## src/rtl/add_header_arb.sv

```systemverilog
// add_header_arb: round-robin arbiter over NCH AXIS channels, prefixing each packet with a 1-beat length/channel header.
// Define ADD_HEADER_ARB_SEQNUM_EN to place a per-channel 16-bit sequence number in header bits [47:32].
module add_header_arb #(
    parameter int DW  = 128,
    parameter int NCH = 4,
    localparam int CW = (NCH > 1) ? $clog2(NCH) : 1
) (
    input  logic                  clk,
    input  logic                  resetn,
    input  logic [NCH*DW-1:0]     axis_data_tdata,
    input  logic [NCH*DW/8-1:0]   axis_data_tkeep,
    input  logic [NCH-1:0]        axis_data_tlast,
    input  logic [NCH-1:0]        axis_data_tvalid,
    output logic [NCH-1:0]        axis_data_tready,
    input  logic [NCH*16-1:0]     axis_plen_tdata,
    input  logic [NCH-1:0]        axis_plen_tvalid,
    output logic [NCH-1:0]        axis_plen_tready,
    output logic [DW-1:0]         axis_out_tdata,
    output logic [DW/8-1:0]       axis_out_tkeep,
    output logic                  axis_out_tlast,
    output logic                  axis_out_tvalid,
    input  logic                  axis_out_tready,
    output logic [CW-1:0]         cur_chan
);
    typedef enum logic [1:0] {ARB, HDR, DATA} state_e;
    state_e          state_q, state_d;
    logic [CW-1:0]   grant_q, grant_d, last_q, last_d, pick;
    logic [DW-1:0]   tdata_q, tdata_d, hdr;
    logic [DW/8-1:0] tkeep_q, tkeep_d;
    logic            tlast_q, tlast_d, tvalid_q, tvalid_d;
    logic            slot_free, found, hdr_hs, dat_hs;
    logic [15:0]     plen;
`ifdef ADD_HEADER_ARB_SEQNUM_EN
    logic [15:0]     seq_q [NCH];
`endif

    assign slot_free = ~tvalid_q | axis_out_tready;
    assign plen      = axis_plen_tdata[int'(grant_q)*16 +: 16];
    assign hdr_hs    = (state_q == HDR) && axis_plen_tvalid[grant_q] && slot_free;
    assign dat_hs    = (state_q == DATA) && axis_data_tvalid[grant_q] && slot_free;

    // search starts just after the last winner so every channel gets a turn
    always_comb begin
        found = 1'b0;
        pick  = last_q;
        for (int k = 1; k <= NCH; k++) begin
            if (!found && axis_plen_tvalid[(int'(last_q) + k) % NCH]) begin
                found = 1'b1;
                pick  = CW'((int'(last_q) + k) % NCH);
            end
        end
    end

    always_comb begin
        hdr        = '0;
        hdr[15:0]  = plen;
        hdr[23:16] = 8'(grant_q);
`ifdef ADD_HEADER_ARB_SEQNUM_EN
        hdr[47:32] = seq_q[grant_q];
`endif
    end

    always_ff @(posedge clk or negedge resetn) begin
        if (!resetn) begin
            state_q  <= ARB;
            grant_q  <= '0;
            last_q   <= CW'(NCH - 1);
            tdata_q  <= '0;
            tkeep_q  <= '0;
            tlast_q  <= 1'b0;
            tvalid_q <= 1'b0;
        end else begin
            state_q  <= state_d;
            grant_q  <= grant_d;
            last_q   <= last_d;
            tdata_q  <= tdata_d;
            tkeep_q  <= tkeep_d;
            tlast_q  <= tlast_d;
            tvalid_q <= tvalid_d;
        end
    end

    always_comb begin
        state_d = state_q;
        grant_d = grant_q;
        last_d  = last_q;
        unique case (state_q)
            ARB: if (found) begin
                state_d = HDR;
                grant_d = pick;
                last_d  = pick;
            end
            HDR:  state_d = hdr_hs ? DATA : HDR;
            DATA: state_d = (dat_hs && axis_data_tlast[grant_q]) ? ARB : DATA;
            default: state_d = ARB;
        endcase
    end

    always_comb begin
        tvalid_d = slot_free ? (hdr_hs | dat_hs) : tvalid_q;
        tdata_d  = hdr_hs ? hdr : dat_hs ? axis_data_tdata[int'(grant_q)*DW +: DW] : tdata_q;
        tkeep_d  = hdr_hs ? '1 : dat_hs ? axis_data_tkeep[int'(grant_q)*(DW/8) +: DW/8] : tkeep_q;
        tlast_d  = hdr_hs ? 1'b0 : dat_hs ? axis_data_tlast[grant_q] : tlast_q;
        axis_plen_tready = '0;
        axis_data_tready = '0;
        axis_plen_tready[grant_q] = (state_q == HDR) && slot_free;
        axis_data_tready[grant_q] = (state_q == DATA) && slot_free;
    end

`ifdef ADD_HEADER_ARB_SEQNUM_EN
    always_ff @(posedge clk or negedge resetn) begin
        if (!resetn) begin
            for (int i = 0; i < NCH; i++) seq_q[i] <= '0;
        end else if (hdr_hs) begin
            seq_q[grant_q] <= seq_q[grant_q] + 16'd1;
        end
    end
`endif

    assign axis_out_tdata  = tdata_q;
    assign axis_out_tkeep  = tkeep_q;
    assign axis_out_tlast  = tlast_q;
    assign axis_out_tvalid = tvalid_q;
    assign cur_chan        = grant_q;
endmodule
```

## config.mk

```make
export PLATFORM = sky130hd
export DESIGN_NAME = add_header_arb
export DESIGN_NICKNAME = d
export VERILOG_FILES = /design/src/rtl/add_header_arb.sv
export SDC_FILE = /design/constraint.sdc
export NUM_CORES = 1
export LEC_CHECK = 0
export CORE_AREA = 3 3 311 313
export DETAILED_ROUTE_END_ITERATION = 8
export DIE_AREA = 0 0 314 316
export PLACE_DENSITY_LB_ADDON = 0.15
export SYNTH_ARGS = -nofsm -noshare
export SYNTH_HDL_FRONTEND = slang
export SYNTH_SLANG_ARGS = --single-unit
```

## constraint.sdc

```tcl
create_clock -name clk -period 4.4 [get_ports clk]
set_input_delay 0.44 -clock clk [delete_from_list [all_inputs] [get_ports clk]]
set_output_delay 0.44 -clock clk [all_outputs]
set_load 0.02 [all_outputs]
```

==> results.yml <==
cells_and_area:
  fin_util_pct: 20.8
  area_growth_syn_to_layout_pct: 106
  nFillCells: 10100
  final_layout_size_suffix_gt1_share_pct: 15.4
  nets: 2028
placement:
  port-buffer-count: 810
  place.gp.congestion: 0.807
  post-place-ws_ns: 1.39
  hpwl_microns: 44600
synth:
  syn_nets: 1257
  yosys.cell_types.count: 32
  synth_mux_area_share_pct: 38.5
  synth_top_family_by_area: "multiplexers"
  ys_seq_elements: 152
  synthCells: 602
  synth_compound_area_share_pct: 14.3
  synth-adder-area-share_pct: 0
  ys_seq_area_share_pct: 39.9
  synth_simple_gate_area_share_pct: 3.11
  netlist_area_sq_um: 9530
  synthXorXnorAreaFrac_pct: 0
  synth_warnings: 0
  syn_area_per_cell_sq_um: 15.8
timing:
  fin_skew_ns: 0.0150
  slew_headroom_pct: 39.2
  fmax_ghz: 0.331
  final-setup-viol-count: 0
  final-max-slew-violation-count: 0
  finalCritPeriodShare_pct: 68.6
  tightestPinTransition_ns: 0.912
  finalWorstSetupSlack_ns: 1.38
  totalNegativeSetupSlack_ns: 0
  min_period_ns: 3.02
  hold_viol: 0
  rsz0062_at_grt: "false"
power:
  p_leak_uw: 0.00715
  power_per_cell_area_nw_per_um2: 553
  ir_drop_mv: 0.482
critical_path:
  crit_fanout: 5
  arrival_ns: 2.58
  crit_required_ns: 3.96
  critPathKind: "register to output port"
  setup.worst_path.start_class: "register"
  cp-end-kind: "output port"
  r2r_setup_slack_ns: 1.67
cts:
  cts.reportedPaths.clkPinSlew_ns: 0.07
  cts_setup_buffers: 0
  cts_tree: "done"
  cts_buffer_depth: 2
  numCtsBuffers: 17
  clockRootBuffer: "clkbuf_16"
  clk_latency_ns: 0.46
  clock-sinks: 152
  ctsHtreeMaxLevel: 4
floorplan:
  io_pins: 811
  die_y_microns: 316
  start_util_pct: 10.1
  core_sq_um: 94600
  die_w_microns: 314
  rows: 113
  die_area_sq_um: 99200
global_route:
  grt-ovfl-total: 0
  grt_pass1_wl_microns: 75300
  antenna_found_initial: 9
  grt_max_degree: 85
  track_usage_pct: 10.4
  grt_pass1_vias: 10700
routing:
  wl_per_cell_microns: 20.4
  drc: 0
  routed_wl_microns: 54200
  vias_per_cell: 3.51
  detail_route.iter0.violations: 333
  vias: 9314
  ant_nets: 0
  dr.pass1.iters: 4
hold_path:
  hold_path.class: "register to register"
run:
  cap_viol_max_count: 0
outcome:
  status: "finished clean"
-- layer usage --
layer	part of all wire [%]	track usage, %
met1	35	10.4
met2	55	20.3
met3	8.5	3.55
met4	1.7	3.00
met5	0.050	0
-- registers in the layout (all words and copies together) (netlist names) --
name and cells:
axis_out_tvalid 1, last_q 2, axis_out_tlast 1, axis_out_tkeep 16, state_q 2, cur_chan 2, axis_out_tdata 128
-- cell usage in the layout, fill, tap and decap left out, types with 3 or more instances in the layout --
cell type,instances
o21ai_0,4
a221o_1,18
inv_1,4
a21oi_1,5
nand2_1,10
dfrtp_1,148
diode_2,3
buf_4,6
buf_12,6
nor2b_1,13
nor2_1,12
nor3_1,3
bufinv_16,3
and2b_1,4
clkinv_4,3
clkdlybuf4s50_1,809
inv_6,3
a22o_1,110
mux4_2,163
o22a_1,16
clkbuf_16,17
-- critical path: stages (launching register included) --
cell and delay, ns:
dfrtp_1 0.39, nor2b_1 0.48, nand2_1 0.20, nor3_1 0.34
clkdlybuf4s50_1 0.71
-- metrics by stage --
| stage | power (uW) | hold slack (ns) | cell area, sq um | std cells |
|---|---|---|---|---|
| floorplan | 6450 | 0.144 | 9530 | 602 |
| global placement | 9560 | 0.466 | 19000 | 2618 |
| detailed placement | 9520 | 0.469 | 19000 | 2618 |
| CTS | 11200 | 0.497 | 19600 | 2649 |
| global route | 11600 | 0.512 | 19600 | 2651 |
| finish | 10900 | 0.494 | 19600 | 2652 |
-- Yosys cell counts --
cell | instances | share of area (%)
a21boi_0 | 1 | 0.079
a21o_1 | 1 | 0.079
a21oi_1 | 5 | 0.26
a221o_1 | 18 | 1.9
a22o_1 | 110 | 10
a2bb2oi_1 | 1 | 0.092
a31oi_1 | 1 | 0.066
and2_1 | 3 | 0.20
and2b_1 | 4 | 0.32
and3_1 | 1 | 0.066
and3b_1 | 1 | 0.092
buf_1 | 5 | 0.20
buf_2 | 12 | 0.63
buf_4 | 1 | 0.079
buf_6 | 12 | 1.4
clkbuf_1 | 41 | 1.6
dfrtp_1 | 150 | 39
dfstp_2 | 2 | 0.55
inv_1 | 4 | 0.16
mux4_2 | 163 | 39
nand2_1 | 10 | 0.39
nand2b_1 | 2 | 0.13
nand3_2 | 1 | 0.11
nand3b_1 | 2 | 0.16
nand4b_1 | 1 | 0.092
nor2_1 | 12 | 0.47
nor2b_1 | 13 | 0.85
nor3_1 | 3 | 0.16
o21ai_0 | 4 | 0.21
o221ai_1 | 1 | 0.092
o22a_1 | 16 | 1.5
or4_1 | 1 | 0.079
-- cell type report --
type | count | area, sq um | share of cell area, %
flip-flops and latches | 152 | 3810 | 19.4
multi-input cells | 375 | 5340 | 27.2
inverters | 4 | 15.0 | 0.0764
clock buffers | 17 | 425 | 2.17
clock inverters | 13 | 171 | 0.873
diodes | 3 | 7.51 | 0.0382
repair buffers | 823 | 8280 | 42.2
well taps | 1265 | 1580 | 8.06
-- worst paths after layout --
| path | cells after the start | endpoint | startpoint |
|---|---|---|---|
| max in group asynchronous | 3 | axis_out_tdata[75] | resetn |
| max | 4 | axis_data_tready[0] | state_q[1] |
| max reg2reg | 4 | axis_out_tdata[79] | cur_chan[1] |
| min | 1 | state_q[0] | state_q[1] |
| min reg2reg | 1 | state_q[0] | state_q[1] |
| min in group asynchronous | 2 | axis_out_tdata[3] | resetn |
-- kinds of logic (layout without fill, tap and decap cells) --
kind of cell    after synthesis  after routing
mux                         163            163
compound gates              158            158
flops                       152            152
buf+inv                      75            857
simple gates                 54             54
other cells                   0              3
-- report_power, final --
| group | leakage, uW | internal [uW] | total [uW] | switching, uW |
|---|---|---|---|---|
| sequential | 0.00196 | 2040 | 2470 | 435 |
| combinational | 0.00490 | 3590 | 6810 | 3220 |
| clock | 0.000292 | 895 | 1580 | 681 |
| total | 0.00715 | 6520 | 10900 | 4340 |
-- what timing repair did --
| action | CTS | global route |
|---|---|---|
| endpoints found under the hold margin | 12 | 0 |
| resized for setup | 0 | 0 |
| hold buffers | 1 | 0 |
(Power assumes the default switching activity.)
